[config.mk]
export PLATFORM = sky130hd
export DESIGN_NAME = mc_control_unit
export DESIGN_NICKNAME = d
export VERILOG_FILES = /design/src/rtl/mc_ctrl_pkg.sv /design/src/rtl/alu_decoder.sv /design/src/rtl/mc_control_unit.sv
export SDC_FILE = /design/constraint.sdc
export NUM_CORES = 1
export LEC_CHECK = 0
export ABC_CLOCK_PERIOD_IN_PS = 1300
export CAP_MARGIN = 20
export CORE_UTILIZATION = 36
export DETAILED_ROUTE_END_ITERATION = 8
export DONT_BUFFER_PORTS = 1
export GPL_ROUTABILITY_DRIVEN = 0
export GPL_TIMING_DRIVEN = 1
export HOLD_SLACK_MARGIN = 0.08
export SLEW_MARGIN = 20
export SYNTH_ARGS = -nofsm -noshare
export SYNTH_HDL_FRONTEND = slang
export SYNTH_SLANG_ARGS = --single-unit
export TNS_END_PERCENT = 5
[constraint.sdc]
create_clock -name clk -period 1.3 [get_ports clk]
set_input_delay 0.195 -clock clk [delete_from_list [all_inputs] [get_ports clk]]
set_output_delay 0.195 -clock clk [all_outputs]
set_load 0.005 [all_outputs]
[src/rtl/mc_ctrl_pkg.sv]
// ---------------------------------------------------------------------------
// mc_ctrl_pkg
// Shared definitions for the multi-cycle MIPS control unit:
//   - state_t        : 4-bit FSM state encoding (also exported on state_o)
//   - OP_* / FN_*    : instruction opcode and R-type funct constants
//   - ALU_*          : alu_control code set (lui = 1110)
//   - PCSRC_*, SRCB_*, RDST_*, M2R_* : datapath mux select encodings
// ---------------------------------------------------------------------------
package mc_ctrl_pkg;

    typedef enum logic [3:0] {
        S_IDLE     = 4'd0,
        S_FETCH    = 4'd1,
        S_DECODE   = 4'd2,
        S_MEM_ADDR = 4'd3,
        S_MEM_RD   = 4'd4,
        S_MEM_WR   = 4'd5,
        S_WB_MEM   = 4'd6,
        S_EXEC_R   = 4'd7,
        S_EXEC_I   = 4'd8,
        S_WB_ALU   = 4'd9,
        S_BRANCH   = 4'd10,
        S_JUMP     = 4'd11,
        S_JR       = 4'd12
    } state_t;

    // Opcodes (IR[31:26])
    localparam logic [5:0] OP_RTYPE = 6'b000000;
    localparam logic [5:0] OP_J     = 6'b000010;
    localparam logic [5:0] OP_JAL   = 6'b000011;
    localparam logic [5:0] OP_BEQ   = 6'b000100;
    localparam logic [5:0] OP_BNE   = 6'b000101;
    localparam logic [5:0] OP_ADDI  = 6'b001000;
    localparam logic [5:0] OP_ADDIU = 6'b001001;
    localparam logic [5:0] OP_SLTI  = 6'b001010;
    localparam logic [5:0] OP_SLTIU = 6'b001011;
    localparam logic [5:0] OP_ANDI  = 6'b001100;
    localparam logic [5:0] OP_ORI   = 6'b001101;
    localparam logic [5:0] OP_XORI  = 6'b001110;
    localparam logic [5:0] OP_LUI   = 6'b001111;
    localparam logic [5:0] OP_LW    = 6'b100011;
    localparam logic [5:0] OP_SW    = 6'b101011;

    // R-type funct codes (IR[5:0])
    localparam logic [5:0] FN_SLL  = 6'b000000;
    localparam logic [5:0] FN_SRL  = 6'b000010;
    localparam logic [5:0] FN_SRA  = 6'b000011;
    localparam logic [5:0] FN_SLLV = 6'b000100;
    localparam logic [5:0] FN_SRLV = 6'b000110;
    localparam logic [5:0] FN_SRAV = 6'b000111;
    localparam logic [5:0] FN_JR   = 6'b001000;
    localparam logic [5:0] FN_ADD  = 6'b100000;
    localparam logic [5:0] FN_ADDU = 6'b100001;
    localparam logic [5:0] FN_SUB  = 6'b100010;
    localparam logic [5:0] FN_SUBU = 6'b100011;
    localparam logic [5:0] FN_AND  = 6'b100100;
    localparam logic [5:0] FN_OR   = 6'b100101;
    localparam logic [5:0] FN_XOR  = 6'b100110;
    localparam logic [5:0] FN_NOR  = 6'b100111;
    localparam logic [5:0] FN_SLT  = 6'b101010;
    localparam logic [5:0] FN_SLTU = 6'b101011;

    // alu_control codes
    localparam logic [3:0] ALU_ADD  = 4'b0000;
    localparam logic [3:0] ALU_SUB  = 4'b0001;
    localparam logic [3:0] ALU_AND  = 4'b0010;
    localparam logic [3:0] ALU_OR   = 4'b0011;
    localparam logic [3:0] ALU_XOR  = 4'b0100;
    localparam logic [3:0] ALU_NOR  = 4'b0101;
    localparam logic [3:0] ALU_SLT  = 4'b0110;
    localparam logic [3:0] ALU_SLTU = 4'b0111;
    localparam logic [3:0] ALU_SLL  = 4'b1000;
    localparam logic [3:0] ALU_SRL  = 4'b1001;
    localparam logic [3:0] ALU_SRA  = 4'b1010;
    localparam logic [3:0] ALU_SLLV = 4'b1011;
    localparam logic [3:0] ALU_SRLV = 4'b1100;
    localparam logic [3:0] ALU_SRAV = 4'b1101;
    localparam logic [3:0] ALU_LUI  = 4'b1110;

    // pc_src
    localparam logic [1:0] PCSRC_ALU    = 2'b00;
    localparam logic [1:0] PCSRC_ALUOUT = 2'b01;
    localparam logic [1:0] PCSRC_JUMP   = 2'b10;
    localparam logic [1:0] PCSRC_REGA   = 2'b11;

    // alu_src_b
    localparam logic [1:0] SRCB_B     = 2'b00;
    localparam logic [1:0] SRCB_FOUR  = 2'b01;
    localparam logic [1:0] SRCB_IMM   = 2'b10;
    localparam logic [1:0] SRCB_IMMSH = 2'b11;

    // reg_dst
    localparam logic [1:0] RDST_RT = 2'b00;
    localparam logic [1:0] RDST_RD = 2'b01;
    localparam logic [1:0] RDST_RA = 2'b10;

    // mem_to_reg
    localparam logic [1:0] M2R_ALUOUT = 2'b00;
    localparam logic [1:0] M2R_MDR    = 2'b01;
    localparam logic [1:0] M2R_PC     = 2'b10;

endpackage

[src/rtl/alu_decoder.sv]
// ---------------------------------------------------------------------------
// alu_decoder
// Combinational map from (opcode, funct) to the ALU operation code used in
// EXEC_R / EXEC_I, plus a flag telling whether the pair is an ALU operation
// this unit knows. jr is not an ALU op and reports not-legal here; the FSM
// decodes it separately.
// Ports:
//   i_opcode      in  6  IR[31:26]
//   i_funct       in  6  IR[5:0]
//   o_alu_control out 4  ALU operation code
//   o_legal       out 1  1 = recognised R-type funct or I-type ALU opcode
// ---------------------------------------------------------------------------
module alu_decoder
    import mc_ctrl_pkg::*;
(
    input  logic [5:0] i_opcode,
    input  logic [5:0] i_funct,
    output logic [3:0] o_alu_control,
    output logic       o_legal
);

    always_comb begin
        o_alu_control = ALU_ADD;
        o_legal       = 1'b1;
        if (i_opcode == OP_RTYPE) begin
            case (i_funct)
                FN_ADD, FN_ADDU: o_alu_control = ALU_ADD;
                FN_SUB, FN_SUBU: o_alu_control = ALU_SUB;
                FN_AND:          o_alu_control = ALU_AND;
                FN_OR:           o_alu_control = ALU_OR;
                FN_XOR:          o_alu_control = ALU_XOR;
                FN_NOR:          o_alu_control = ALU_NOR;
                FN_SLT:          o_alu_control = ALU_SLT;
                FN_SLTU:         o_alu_control = ALU_SLTU;
                FN_SLL:          o_alu_control = ALU_SLL;
                FN_SRL:          o_alu_control = ALU_SRL;
                FN_SRA:          o_alu_control = ALU_SRA;
                FN_SLLV:         o_alu_control = ALU_SLLV;
                FN_SRLV:         o_alu_control = ALU_SRLV;
                FN_SRAV:         o_alu_control = ALU_SRAV;
                default:         o_legal       = 1'b0;
            endcase
        end else begin
            case (i_opcode)
                OP_ADDI, OP_ADDIU: o_alu_control = ALU_ADD;
                OP_SLTI:           o_alu_control = ALU_SLT;
                OP_SLTIU:          o_alu_control = ALU_SLTU;
                OP_ANDI:           o_alu_control = ALU_AND;
                OP_ORI:            o_alu_control = ALU_OR;
                OP_XORI:           o_alu_control = ALU_XOR;
                OP_LUI:            o_alu_control = ALU_LUI;
                default:           o_legal       = 1'b0;
            endcase
        end
    end

endmodule

[src/rtl/mc_control_unit.sv]
// ---------------------------------------------------------------------------
// mc_control_unit
// Multi-cycle MIPS control FSM. Sequences fetch/decode/execute/memory/
// write-back over a single shared memory port handshaken with mem_ready.
// Outputs are decoded from the registered state (plus opcode/funct, zero in
// BRANCH, and mem_ready in the memory states), so an asynchronous reset
// forces every output to 0 immediately.
// Parameters:
//   SUPPORT_LINK  1 = decode jal/jr, 0 = treat them as illegal
//   MEM_TIMEOUT   0 = no timeout, N = abort after N cycles of mem_ready=0
// Ports:
//   clk, rst_n              clock, asynchronous active-low reset
//   opcode, funct, zero     IR fields and ALU zero flag
//   mem_ready               memory handshake
//   mem_read, mem_write     memory request
//   iord                    address select (0 PC, 1 ALUOut)
//   ir_write, pc_en, pc_src IR load, PC enable, PC source
//   alu_src_a/b, alu_control ALU operand selects and operation
//   reg_write, reg_dst, mem_to_reg  register file write controls
//   illegal, bus_err, instr_done    one-cycle status pulses
//   state_o                 current state
// ---------------------------------------------------------------------------
module mc_control_unit
    import mc_ctrl_pkg::*;
#(
    parameter int SUPPORT_LINK = 1,
    parameter int MEM_TIMEOUT  = 0
) (
    input  logic       clk,
    input  logic       rst_n,
    input  logic [5:0] opcode,
    input  logic [5:0] funct,
    input  logic       zero,
    input  logic       mem_ready,
    output logic       mem_read,
    output logic       mem_write,
    output logic       iord,
    output logic       ir_write,
    output logic       pc_en,
    output logic [1:0] pc_src,
    output logic       alu_src_a,
    output logic [1:0] alu_src_b,
    output logic [3:0] alu_control,
    output logic       reg_write,
    output logic [1:0] reg_dst,
    output logic [1:0] mem_to_reg,
    output logic       illegal,
    output logic       bus_err,
    output logic       instr_done,
    output logic [3:0] state_o
);

    // A 1-bit counter is kept even when the timeout is disabled so the
    // declaration stays legal; it is then held at 0.
    localparam int CW = (MEM_TIMEOUT > 0) ? $clog2(MEM_TIMEOUT + 1) : 1;
    localparam logic [CW-1:0] TO_LAST = CW'((MEM_TIMEOUT > 0) ? MEM_TIMEOUT - 1 : 0);

    state_t        r_state;
    logic [CW-1:0] r_wait;

    state_t        w_dec_next;
    logic          w_dec_illegal;
    logic          w_in_mem;
    logic          w_timeout;
    logic [3:0]    w_alu_ctl;
    logic          w_alu_legal;
    logic          w_is_jr;
    logic          w_is_jal;

    alu_decoder u_alu_decoder (
        .i_opcode      (opcode),
        .i_funct       (funct),
        .o_alu_control (w_alu_ctl),
        .o_legal       (w_alu_legal)
    );

    assign w_is_jr  = (SUPPORT_LINK != 0) && (opcode == OP_RTYPE) && (funct == FN_JR);
    assign w_is_jal = (SUPPORT_LINK != 0) && (opcode == OP_JAL);

    assign w_in_mem = (r_state == S_FETCH) || (r_state == S_MEM_RD) || (r_state == S_MEM_WR);

    // Fires in the N-th consecutive wait cycle: the counter holds N-1 here.
    assign w_timeout = (MEM_TIMEOUT > 0) && w_in_mem && !mem_ready && (r_wait == TO_LAST);

    assign state_o = r_state;

    // Instruction class decode used on the DECODE -> next transition.
    always_comb begin
        w_dec_next    = S_FETCH;
        w_dec_illegal = 1'b0;
        case (opcode)
            OP_LW, OP_SW: w_dec_next = S_MEM_ADDR;
            OP_RTYPE: begin
                if (w_is_jr)          w_dec_next = S_JR;
                else if (w_alu_legal) w_dec_next = S_EXEC_R;
                else                  w_dec_illegal = 1'b1;
            end
            OP_ADDI, OP_ADDIU, OP_ANDI, OP_ORI,
            OP_XORI, OP_SLTI, OP_SLTIU, OP_LUI: w_dec_next = S_EXEC_I;
            OP_BEQ, OP_BNE: w_dec_next = S_BRANCH;
            OP_J:           w_dec_next = S_JUMP;
            OP_JAL: begin
                if (w_is_jal) w_dec_next = S_JUMP;
                else          w_dec_illegal = 1'b1;
            end
            default:        w_dec_illegal = 1'b1;
        endcase
    end

    always_ff @(posedge clk or negedge rst_n) begin
        if (!rst_n) begin
            r_state <= S_IDLE;
            r_wait  <= '0;
        end else begin
            // The counter is zero whenever a memory state is entered, because
            // every exit path from a memory state clears it.
            if ((MEM_TIMEOUT > 0) && w_in_mem && !mem_ready && !w_timeout)
                r_wait <= r_wait + 1'b1;
            else
                r_wait <= '0;

            case (r_state)
                S_IDLE:     r_state <= S_FETCH;
                S_FETCH: begin
                    if (w_timeout)      r_state <= S_IDLE;
                    else if (mem_ready) r_state <= S_DECODE;
                end
                S_DECODE:   r_state <= w_dec_next;
                S_MEM_ADDR: r_state <= (opcode == OP_LW) ? S_MEM_RD : S_MEM_WR;
                S_MEM_RD: begin
                    if (w_timeout)      r_state <= S_IDLE;
                    else if (mem_ready) r_state <= S_WB_MEM;
                end
                S_MEM_WR: begin
                    if (w_timeout)      r_state <= S_IDLE;
                    else if (mem_ready) r_state <= S_FETCH;
                end
                S_EXEC_R, S_EXEC_I: r_state <= S_WB_ALU;
                S_WB_MEM, S_WB_ALU, S_BRANCH,
                S_JUMP, S_JR:       r_state <= S_FETCH;
                default:            r_state <= S_IDLE;
            endcase
        end
    end

    always_comb begin
        mem_read    = 1'b0;
        mem_write   = 1'b0;
        iord        = 1'b0;
        ir_write    = 1'b0;
        pc_en       = 1'b0;
        pc_src      = PCSRC_ALU;
        alu_src_a   = 1'b0;
        alu_src_b   = SRCB_B;
        alu_control = ALU_ADD;
        reg_write   = 1'b0;
        reg_dst     = RDST_RT;
        mem_to_reg  = M2R_ALUOUT;
        illegal     = 1'b0;
        bus_err     = w_timeout;
        instr_done  = 1'b0;
        case (r_state)
            S_FETCH: begin
                // PC + 4 is computed while the instruction is read; IR and PC
                // update together in the cycle memory completes.
                mem_read  = !w_timeout;
                alu_src_b = SRCB_FOUR;
                if (mem_ready) begin
                    ir_write = 1'b1;
                    pc_en    = 1'b1;
                end
            end
            S_DECODE: begin
                alu_src_b  = SRCB_IMMSH;
                illegal    = w_dec_illegal;
                instr_done = w_dec_illegal;
            end
            S_MEM_ADDR: begin
                alu_src_a = 1'b1;
                alu_src_b = SRCB_IMM;
            end
            S_MEM_RD: begin
                mem_read = !w_timeout;
                iord     = 1'b1;
            end
            S_MEM_WR: begin
                mem_write  = !w_timeout;
                iord       = 1'b1;
                instr_done = mem_ready;
            end
            S_WB_MEM: begin
                reg_write  = 1'b1;
                mem_to_reg = M2R_MDR;
                instr_done = 1'b1;
            end
            S_EXEC_R: begin
                alu_src_a   = 1'b1;
                alu_control = w_alu_ctl;
            end
            S_EXEC_I: begin
                alu_src_a   = 1'b1;
                alu_src_b   = SRCB_IMM;
                alu_control = w_alu_ctl;
            end
            S_WB_ALU: begin
                reg_write  = 1'b1;
                reg_dst    = (opcode == OP_RTYPE) ? RDST_RD : RDST_RT;
                instr_done = 1'b1;
            end
            S_BRANCH: begin
                alu_src_a   = 1'b1;
                alu_control = ALU_SUB;
                pc_src      = PCSRC_ALUOUT;
                pc_en       = (opcode == OP_BNE) ? ~zero : zero;
                instr_done  = 1'b1;
            end
            S_JUMP: begin
                pc_src     = PCSRC_JUMP;
                pc_en      = 1'b1;
                instr_done = 1'b1;
                if (w_is_jal) begin
                    reg_write  = 1'b1;
                    reg_dst    = RDST_RA;
                    mem_to_reg = M2R_PC;
                end
            end
            S_JR: begin
                pc_src     = PCSRC_REGA;
                pc_en      = 1'b1;
                instr_done = 1'b1;
            end
            default: ;
        endcase
    end

endmodule
==> impl_metrics.xml, run 1 <==
<?xml version="1.0" encoding="UTF-8"?>
<metrics>
  <group name="detailed_routing">
    <metric name="drt_iter0_markers" unit="">51</metric>
    <metric name="post_drt_wl_per_cell" unit="µm">16.10</metric>
    <metric name="wl" unit="µm">3301</metric>
    <metric name="vias" unit="">1248</metric>
    <metric name="vias_per_cell" unit="">6.088</metric>
    <metric name="detailedRoute.firstPassIterationCount" unit="">4</metric>
    <metric name="drtAntennaViolNets" unit="">0</metric>
    <metric name="drc" unit="">0</metric>
  </group>
  <group name="worst_setup_path">
    <metric name="r2r_slack" unit="ns">-0.21</metric>
    <metric name="timing.critical_path.to_type" unit="">output pin</metric>
    <metric name="critical_path_required" unit="ns">1.11</metric>
    <metric name="worst_r2r_path_depth" unit="">4</metric>
    <metric name="gate_family_responsible_for_the_most_delay_along_the_worst_path" unit="">simple AND/OR/NAND/NOR gates</metric>
    <metric name="start_kind" unit="">flip-flop</metric>
    <metric name="worst_path_largest_cell_delay" unit="ns">0.46</metric>
    <metric name="path_max_fanout" unit="">6</metric>
    <metric name="path_depth" unit="">5</metric>
    <metric name="path_class" unit="">reg2out</metric>
    <metric name="worstPathArrival" unit="ns">1.45</metric>
    <metric name="crit-reg2reg-capture" unit="">state_o[0]</metric>
    <metric name="worstReg2RegStart" unit="">state_o[3]</metric>
    <metric name="critical_path.n_buffers_inverters" unit="">1</metric>
    <metric name="worstPathCellList" unit="">buf_4 &gt; nor3_4 &gt; nand2b_1 &gt; nor3_2 &gt; nand3b_1</metric>
    <metric name="critical-path-slowest-cell" unit="">sky130_fd_sc_hd__dfrtp_2</metric>
  </group>
  <group name="pwr">
    <metric name="p_comb_share" unit="%">80.5</metric>
    <metric name="worst_ir_drop_vdd" unit="mV">1.253</metric>
    <metric name="power.share.clock" unit="%">7.1</metric>
    <metric name="pwr_density_cell" unit="nW/µm²">1548</metric>
    <metric name="totalPowerFinal" unit="W">0.002255</metric>
    <metric name="switching_share" unit="%">46.07</metric>
    <metric name="internal_power" unit="W">0.001216</metric>
    <metric name="power.sequential.fraction" unit="%">12.5</metric>
    <metric name="pleak" unit="nW">0.5841</metric>
    <metric name="p_sw" unit="W">0.001039</metric>
  </group>
  <group name="clocking">
    <metric name="clock_sinks" unit="">4</metric>
    <metric name="cts_buffers" unit="">3</metric>
    <metric name="cts_tree" unit="">yes</metric>
    <metric name="cts_max_path_buffers" unit="">2</metric>
    <metric name="ctsRootBufferMaster" unit="">sky130_fd_sc_hd__clkbuf_4</metric>
    <metric name="clkSlewWorstSetupHoldPaths" unit="ns">0.04</metric>
    <metric name="cts_max_level" unit="">1</metric>
    <metric name="clk_latency" unit="ns">0.24</metric>
  </group>
  <group name="finish">
    <metric name="fraction_of_final_layout_cells_sized_beyond_drive_strength_1" unit="%">45.14</metric>
    <metric name="final_net_count" unit="">193</metric>
    <metric name="largest_reg_flops" unit="">4</metric>
    <metric name="diodes" unit="">0</metric>
    <metric name="syn2layout_area_growth" unit="%">43.00</metric>
    <metric name="utilization" unit="%">56.73</metric>
  </group>
  <group name="min_path">
    <metric name="hold_path_startpoint" unit="">mem_ready</metric>
    <metric name="min_delay_worst_endpoint" unit="">state_o[0]</metric>
    <metric name="hold-path-cell-count" unit="">2</metric>
    <metric name="worst_min_path_class" unit="">in2reg</metric>
  </group>
  <group name="synthesis">
    <metric name="count_leader_synth" unit="">sky130_fd_sc_hd__nor2_1</metric>
    <metric name="synth-warning-count" unit="">0</metric>
    <metric name="ys_top_cells_by_area" unit="">sky130_fd_sc_hd__dfrtp_1 (9.8%), sky130_fd_sc_hd__a21oi_1 (5.9%), sky130_fd_sc_hd__nor2_1 (5.2%), sky130_fd_sc_hd__nand2b_1 (4.9%), sky130_fd_sc_hd__nor3_1 (4.9%)</metric>
    <metric name="synth.largest_area_cell" unit="">sky130_fd_sc_hd__dfrtp_1</metric>
    <metric name="synthDistinctLibCells" unit="">52</metric>
    <metric name="synthCells" unit="">147</metric>
    <metric name="synth_ff_type" unit="">sky130_fd_sc_hd__dfrtp_1</metric>
    <metric name="synth_seq_cells" unit="">4</metric>
    <metric name="cell_area_synth" unit="µm²">1018</metric>
    <metric name="synth_enable_flop_cells" unit="">0</metric>
    <metric name="synth-seq-area-share" unit="%">9.828</metric>
    <metric name="synth_area_per_cell" unit="µm²">6.928</metric>
    <metric name="post-synth-top-area-fraction" unit="%">9.828</metric>
    <metric name="async_flop_share" unit="%">100.0</metric>
    <metric name="netlist_top_cells_count" unit="">sky130_fd_sc_hd__nor2_1 (14), sky130_fd_sc_hd__a21oi_1 (12), sky130_fd_sc_hd__nor3_1 (10), sky130_fd_sc_hd__o21ai_0 (10)</metric>
    <metric name="syn_nets" unit="">163</metric>
  </group>
  <group name="sta">
    <metric name="achievable-frequency" unit="MHz">608.6</metric>
    <metric name="grt_setup_unrepaired" unit="">yes</metric>
    <metric name="hold_viol_final" unit="">0</metric>
    <metric name="min_period_over_period" unit="%">126.4</metric>
    <metric name="final_period_minus_worst_setup_slack" unit="ns">1.643</metric>
    <metric name="final_critical_path_setup_slack" unit="ns">-0.3431</metric>
    <metric name="final-max-slew-violation-count" unit="">0</metric>
    <metric name="setup_violations_final" unit="">24</metric>
    <metric name="timing.clock.skew" unit="ns">0.008347</metric>
  </group>
  <group name="floorplan">
    <metric name="dieArea" unit="µm²">3046</metric>
    <metric name="initial_utilization" unit="%">39.67</metric>
    <metric name="ioPinCount" unit="">42</metric>
    <metric name="floorplan.core_area" unit="µm²">2567</metric>
    <metric name="die_width" unit="µm">55.19</metric>
    <metric name="rows" unit="">18</metric>
    <metric name="die_h" unit="µm">55.19</metric>
  </group>
  <group name="status">
    <metric name="violations" unit="">negative setup slack</metric>
    <metric name="result_of_the_run" unit="">complete, but fails checks</metric>
  </group>
  <group name="placement">
    <metric name="numPortBuffers" unit="">0</metric>
    <metric name="post-dp-hpwl" unit="µm">2416</metric>
  </group>
  <group name="flow_run">
    <metric name="maxCapViolCount" unit="">0</metric>
  </group>
  <group name="global_routing">
    <metric name="grt.overflow.total" unit="">0</metric>
    <metric name="antenna_found_initial" unit="">0</metric>
    <metric name="via_count_of_the_first_global_routing_pass" unit="">1143</metric>
    <metric name="grt_pass1_wl" unit="µm">5106</metric>
    <metric name="grt_max_degree" unit="">13</metric>
    <metric name="globalRouteTotalUtil" unit="%">23.06</metric>
  </group>
</metrics>
## layer usage
layer	vias up	global-route usage, %	wire (µm)
met5	-	0	0
li1	604	-	-
met3	4	5.738	225
met4	0	7.917	32
met2	58	35.94	1567
met1	582	30.63	1475
## cell usage in the layout (no fill, tap or decap), drive strengths merged, types with 2 or more instances in the layout
cell / instances
o221ai: 2
inv: 5
buf: 38
or2: 2
nor2b: 4
or3: 2
o22ai: 4
o31ai: 2
and2: 2
xor2: 2
nor3: 10
or4: 2
and4b: 2
nand3: 3
nor2: 14
nor4b: 3
a32oi: 2
o21ai: 10
nor4: 3
a31oi: 4
o32ai: 2
xnor2: 3
nor3b: 2
dfrtp: 4
clkbuf: 3
o21bai: 2
a21oi: 12
nand2b: 10
nand2: 8
## area by class of cell
cell class,instances,area (µm²)
multi-input cells,124,959.7
fillers,235,1111
flip-flops and latches,4,103.9
well taps,30,37.54
repair buffers,39,314.1
clock buffers,3,22.52
inverters,5,18.77
## cell families (layout without fill, tap and decap cells)
kind of cell / count (synthesis) / count (layout) / synth area share [%]
and+or+nand+nor: 72 / 72 / 43.73
AOI/OAI and AO/OA: 45 / 45 / 29.12
buffers and inverters: 19 / 47 / 11.55
xor gates and xnor gates: 5 / 5 / 4.301
DFF: 4 / 4 / 9.828
other: 1 / 1 / 0.3682
muxes: 1 / 1 / 1.106
## what timing repair did
| item | 4_1_cts | 5_1_grt |
|---|---|---|
| hold buffers | 1 | 0 |
| endpoints found under the setup margin | 24 | 24 |
| pin swaps | 6 | 1 |
| resized for setup | 19 | 10 |
| buffers inserted | 0 | 3 |
| hold endpoints to repair | 4 | 0 |
## stage by stage
stage	setup slack [ns]	cells	hold WS, ns	instance area [µm²]	TNS (ns)
6_report	-0.3431	205	0.1715	1456	-5.168
5_1_grt	-0.4058	205	0.1698	1456	-6.749
4_1_cts	-0.3467	202	0.1639	1400	-5.427
3_5_place_dp	-0.2535	198	-0.1005	1286	-2.549
3_3_place_gp	-0.2850	198	-0.1005	1286	-2.313
2_1_floorplan	-0.09697	147	-0.1006	1117	-0.8013
## worst max-delay path by stage
stage | from | to | slack, ns
after floorplan | state_o[3] | instr_done | -0.1
after global placement | state_o[2] | alu_control[1] | -0.28
after detailed placement | state_o[2] | alu_control[1] | -0.25
after CTS | state_o[3] | instr_done | -0.35
after global routing | state_o[0] | instr_done | -0.41
final | state_o[2] | instr_done | -0.34
## power groups by stage
stage	combinational, W	sequential, W	clock (W)
2_1_floorplan	0.00113	0.000209	0
3_3_place_gp	0.00149	0.000279	0
3_5_place_dp	0.00150	0.000280	0
4_1_cts	0.00164	0.000291	0.000167
5_1_grt	0.00197	0.000293	0.000170
6_report	0.00181	0.000281	0.000160
Note: power is estimated with default switching activity, not from simulation.
==> run 2, diff against run 1 <==
--- a/config.mk
+++ b/config.mk
@@ -17,4 +17,3 @@
 export SYNTH_ARGS = -nofsm -noshare
 export SYNTH_HDL_FRONTEND = slang
 export SYNTH_SLANG_ARGS = --single-unit
-export TNS_END_PERCENT = 5
==> impl_metrics.xml, run 2 (same netlist as run 1, synthesis figures left out) <==
<?xml version="1.0" encoding="UTF-8"?>
<metrics>
  <group name="status">
    <metric name="result_of_the_run" unit="">complete, but fails checks</metric>
    <metric name="violations" unit="">negative setup slack</metric>
  </group>
  <group name="pwr">
    <metric name="power.share.clock" unit="%">4.6</metric>
    <metric name="p_sw" unit="W">0.001528</metric>
    <metric name="totalPowerFinal" unit="W">0.003504</metric>
    <metric name="pleak" unit="nW">0.7889</metric>
    <metric name="p_comb_share" unit="%">86.5</metric>
    <metric name="worst_ir_drop_vdd" unit="mV">2.056</metric>
    <metric name="pwr_density_cell" unit="nW/µm²">1852</metric>
    <metric name="internal_power" unit="W">0.001976</metric>
    <metric name="power.sequential.fraction" unit="%">8.9</metric>
    <metric name="switching_share" unit="%">43.61</metric>
  </group>
  <group name="sta">
    <metric name="min_period_over_period" unit="%">132.4</metric>
    <metric name="grt_setup_unrepaired" unit="">yes</metric>
    <metric name="final-max-slew-violation-count" unit="">0</metric>
    <metric name="timing.clock.skew" unit="ns">0.001538</metric>
    <metric name="achievable-frequency" unit="MHz">580.8</metric>
    <metric name="hold_viol_final" unit="">0</metric>
    <metric name="final_period_minus_worst_setup_slack" unit="ns">1.722</metric>
    <metric name="setup_violations_final" unit="">27</metric>
    <metric name="holdWs" unit="ns">0.1591</metric>
    <metric name="final_critical_path_setup_slack" unit="ns">-0.4216</metric>
  </group>
  <group name="global_routing">
    <metric name="via_count_of_the_first_global_routing_pass" unit="">1309</metric>
    <metric name="grt.overflow.total" unit="">0</metric>
    <metric name="antenna_found_initial" unit="">0</metric>
    <metric name="grt_max_degree" unit="">13</metric>
    <metric name="globalRouteTotalUtil" unit="%">27.97</metric>
    <metric name="grt_pass1_wl" unit="µm">6030</metric>
  </group>
  <group name="worst_setup_path">
    <metric name="r2r_slack" unit="ns">-0.37</metric>
    <metric name="worstReg2RegStart" unit="">state_o[0]</metric>
    <metric name="start_kind" unit="">flip-flop</metric>
    <metric name="critical_path_required" unit="ns">1.11</metric>
    <metric name="timing.critical_path.to_type" unit="">output pin</metric>
    <metric name="worst_r2r_path_depth" unit="">7</metric>
    <metric name="crit-reg2reg-capture" unit="">state_o[0]</metric>
    <metric name="worstPathArrival" unit="ns">1.53</metric>
    <metric name="path_max_fanout" unit="">6</metric>
    <metric name="path_class" unit="">reg2out</metric>
  </group>
  <group name="clocking">
    <metric name="cts_tree" unit="">yes</metric>
    <metric name="cts_buffers" unit="">3</metric>
    <metric name="cts_max_path_buffers" unit="">2</metric>
    <metric name="clk_latency" unit="ns">0.24</metric>
    <metric name="clkSlewWorstSetupHoldPaths" unit="ns">0.04</metric>
    <metric name="clock_sinks" unit="">4</metric>
    <metric name="cts_max_level" unit="">1</metric>
    <metric name="ctsRootBufferMaster" unit="">sky130_fd_sc_hd__clkbuf_4</metric>
  </group>
  <group name="finish">
    <metric name="multiInputGateArea" unit="µm²">1086</metric>
    <metric name="syn2layout_area_growth" unit="%">85.75</metric>
    <metric name="utilization" unit="%">73.68</metric>
    <metric name="final_standard_cell_area_without_fillers" unit="µm²">1892</metric>
    <metric name="final_net_count" unit="">221</metric>
    <metric name="largest_reg_flops" unit="">4</metric>
    <metric name="num-fill-cells" unit="">175</metric>
    <metric name="layout_commonest_cell" unit="">sky130_fd_sc_hd__buf_4</metric>
    <metric name="commonest_cells_after_routing_fill_and_taps_aside" unit="">sky130_fd_sc_hd__buf_4 (41), sky130_fd_sc_hd__buf_6 (23), sky130_fd_sc_hd__a21oi_1 (10), sky130_fd_sc_hd__nor2_1 (9), sky130_fd_sc_hd__o21ai_0 (8)</metric>
    <metric name="seq_area" unit="µm²">105.1</metric>
    <metric name="diodes" unit="">0</metric>
    <metric name="fraction_of_final_layout_cells_sized_beyond_drive_strength_1" unit="%">58.13</metric>
  </group>
  <group name="flow_run">
    <metric name="maxCapViolCount" unit="">0</metric>
  </group>
  <group name="floorplan">
    <metric name="ioPinCount" unit="">42</metric>
    <metric name="die_h" unit="µm">55.19</metric>
    <metric name="floorplan.core_area" unit="µm²">2567</metric>
    <metric name="dieArea" unit="µm²">3046</metric>
    <metric name="initial_utilization" unit="%">39.67</metric>
    <metric name="rows" unit="">18</metric>
    <metric name="die_width" unit="µm">55.19</metric>
  </group>
  <group name="detailed_routing">
    <metric name="vias" unit="">1484</metric>
    <metric name="vias_per_cell" unit="">6.369</metric>
    <metric name="post_drt_wl_per_cell" unit="µm">20.15</metric>
    <metric name="drc" unit="">0</metric>
    <metric name="detailedRoute.firstPassIterationCount" unit="">4</metric>
    <metric name="drtAntennaViolNets" unit="">0</metric>
    <metric name="wl" unit="µm">4695</metric>
    <metric name="drt_iter0_markers" unit="">65</metric>
  </group>
  <group name="placement">
    <metric name="post-dp-hpwl" unit="µm">2557</metric>
    <metric name="numPortBuffers" unit="">0</metric>
    <metric name="dp_worst_setup_slack" unit="ns">-0.2886</metric>
    <metric name="placed_cell_area" unit="µm²">1334</metric>
  </group>
  <group name="min_path">
    <metric name="hold-path-cell-count" unit="">3</metric>
    <metric name="min_delay_worst_endpoint" unit="">state_o[3]</metric>
    <metric name="hold_path_startpoint" unit="">opcode[4]</metric>
    <metric name="worst_min_path_class" unit="">in2reg</metric>
  </group>
</metrics>
==> run 2: cell count changes in the layout (fill, tap and decap cells not counted), moves of 2 or more <==
cell                      previous run  this run
sky130_fd_sc_hd__nor2_1             12         9
sky130_fd_sc_hd__buf_6               5        23
sky130_fd_sc_hd__nand2_1             7         5
sky130_fd_sc_hd__nor3_4              2         6
sky130_fd_sc_hd__nor3_2              5         1
sky130_fd_sc_hd__buf_4              33        41
sky130_fd_sc_hd__nor2_4              0         2
==> run 2: through the flow <==
stage	TNS, ns	std cells
finish	-7.332	233
global route	-8.547	233
CTS	-6.786	224
detailed placement	-3.507	202
global placement	-3.221	202
floorplan	-0.7519	147
==> run 2: cell type report <==
class                           instances  share of cell area (%)
Timing Repair Buffer                   67                   32.74
Tap cell                               30                   1.984
Sequential cell                         4                   5.556
Inverter                                5                   1.124
Multi-Input combinational cell        124                   57.41
Clock buffer                            3                   1.190
==> run 2: worst max-delay path, stage by stage, from the launching register on <==
cell and delay (ns):
sky130_fd_sc_hd__dfrtp_2 0.48, sky130_fd_sc_hd__buf_6 0.14, sky130_fd_sc_hd__nand2b_4 0.06, sky130_fd_sc_hd__nor3_4 0.11, sky130_fd_sc_hd__nand2b_1 0.12, sky130_fd_sc_hd__nor3_2 0.21, sky130_fd_sc_hd__nand3b_1 0.17
==> run 2: worst max-delay path by stage <==
| stage | end | startpoint |
|---|---|---|
| final | instr_done | state_o[1] |
| after global routing | instr_done | state_o[1] |
| after CTS | instr_done | state_o[0] |
| after detailed placement | state_o[0] | state_o[0] |
| after global placement | alu_control[1] | state_o[2] |
| after floorplan | alu_src_b[1] | state_o[1] |
==> run 2: repair_timing <==
action	4_1_cts	5_1_grt
resized for setup	49	27
pin swaps	6	11
setup endpoints to repair	26	26
gates cloned	1	0
buffers inserted	17	12
endpoints found under the hold margin	4	0
hold buffers	1	0
==> run 2: per-layer routing <==
metal	vias up	part of all wire (%)	global-route usage, %
met2	88	50	49.00
met4	0	2.9	5.833
met3	17	8.3	5.738
met5	-	0	0
li1	653	-	-
met1	726	39	35.02
==> run 2: power by group through the flow <==
| stage | Combinational [W] | Clock (W) | Sequential, W |
|---|---|---|---|
| floorplan | 0.00119 | 0 | 0.000214 |
| global placement | 0.00159 | 0 | 0.000305 |
| detailed placement | 0.00161 | 0 | 0.000307 |
| CTS | 0.00252 | 0.000158 | 0.000295 |
| global route | 0.00316 | 0.000177 | 0.000319 |
| finish | 0.00303 | 0.000162 | 0.000312 |
==> run 3, diff against run 2 <==
--- a/config.mk
+++ b/config.mk
@@ -6,7 +6,6 @@
 export NUM_CORES = 1
 export LEC_CHECK = 0
 export ABC_CLOCK_PERIOD_IN_PS = 1300
-export CAP_MARGIN = 20
 export CORE_UTILIZATION = 36
 export DETAILED_ROUTE_END_ITERATION = 8
 export DONT_BUFFER_PORTS = 1
==> results of run 3 <==
The final DEF is identical to that of run 2; final timing and power are the same.
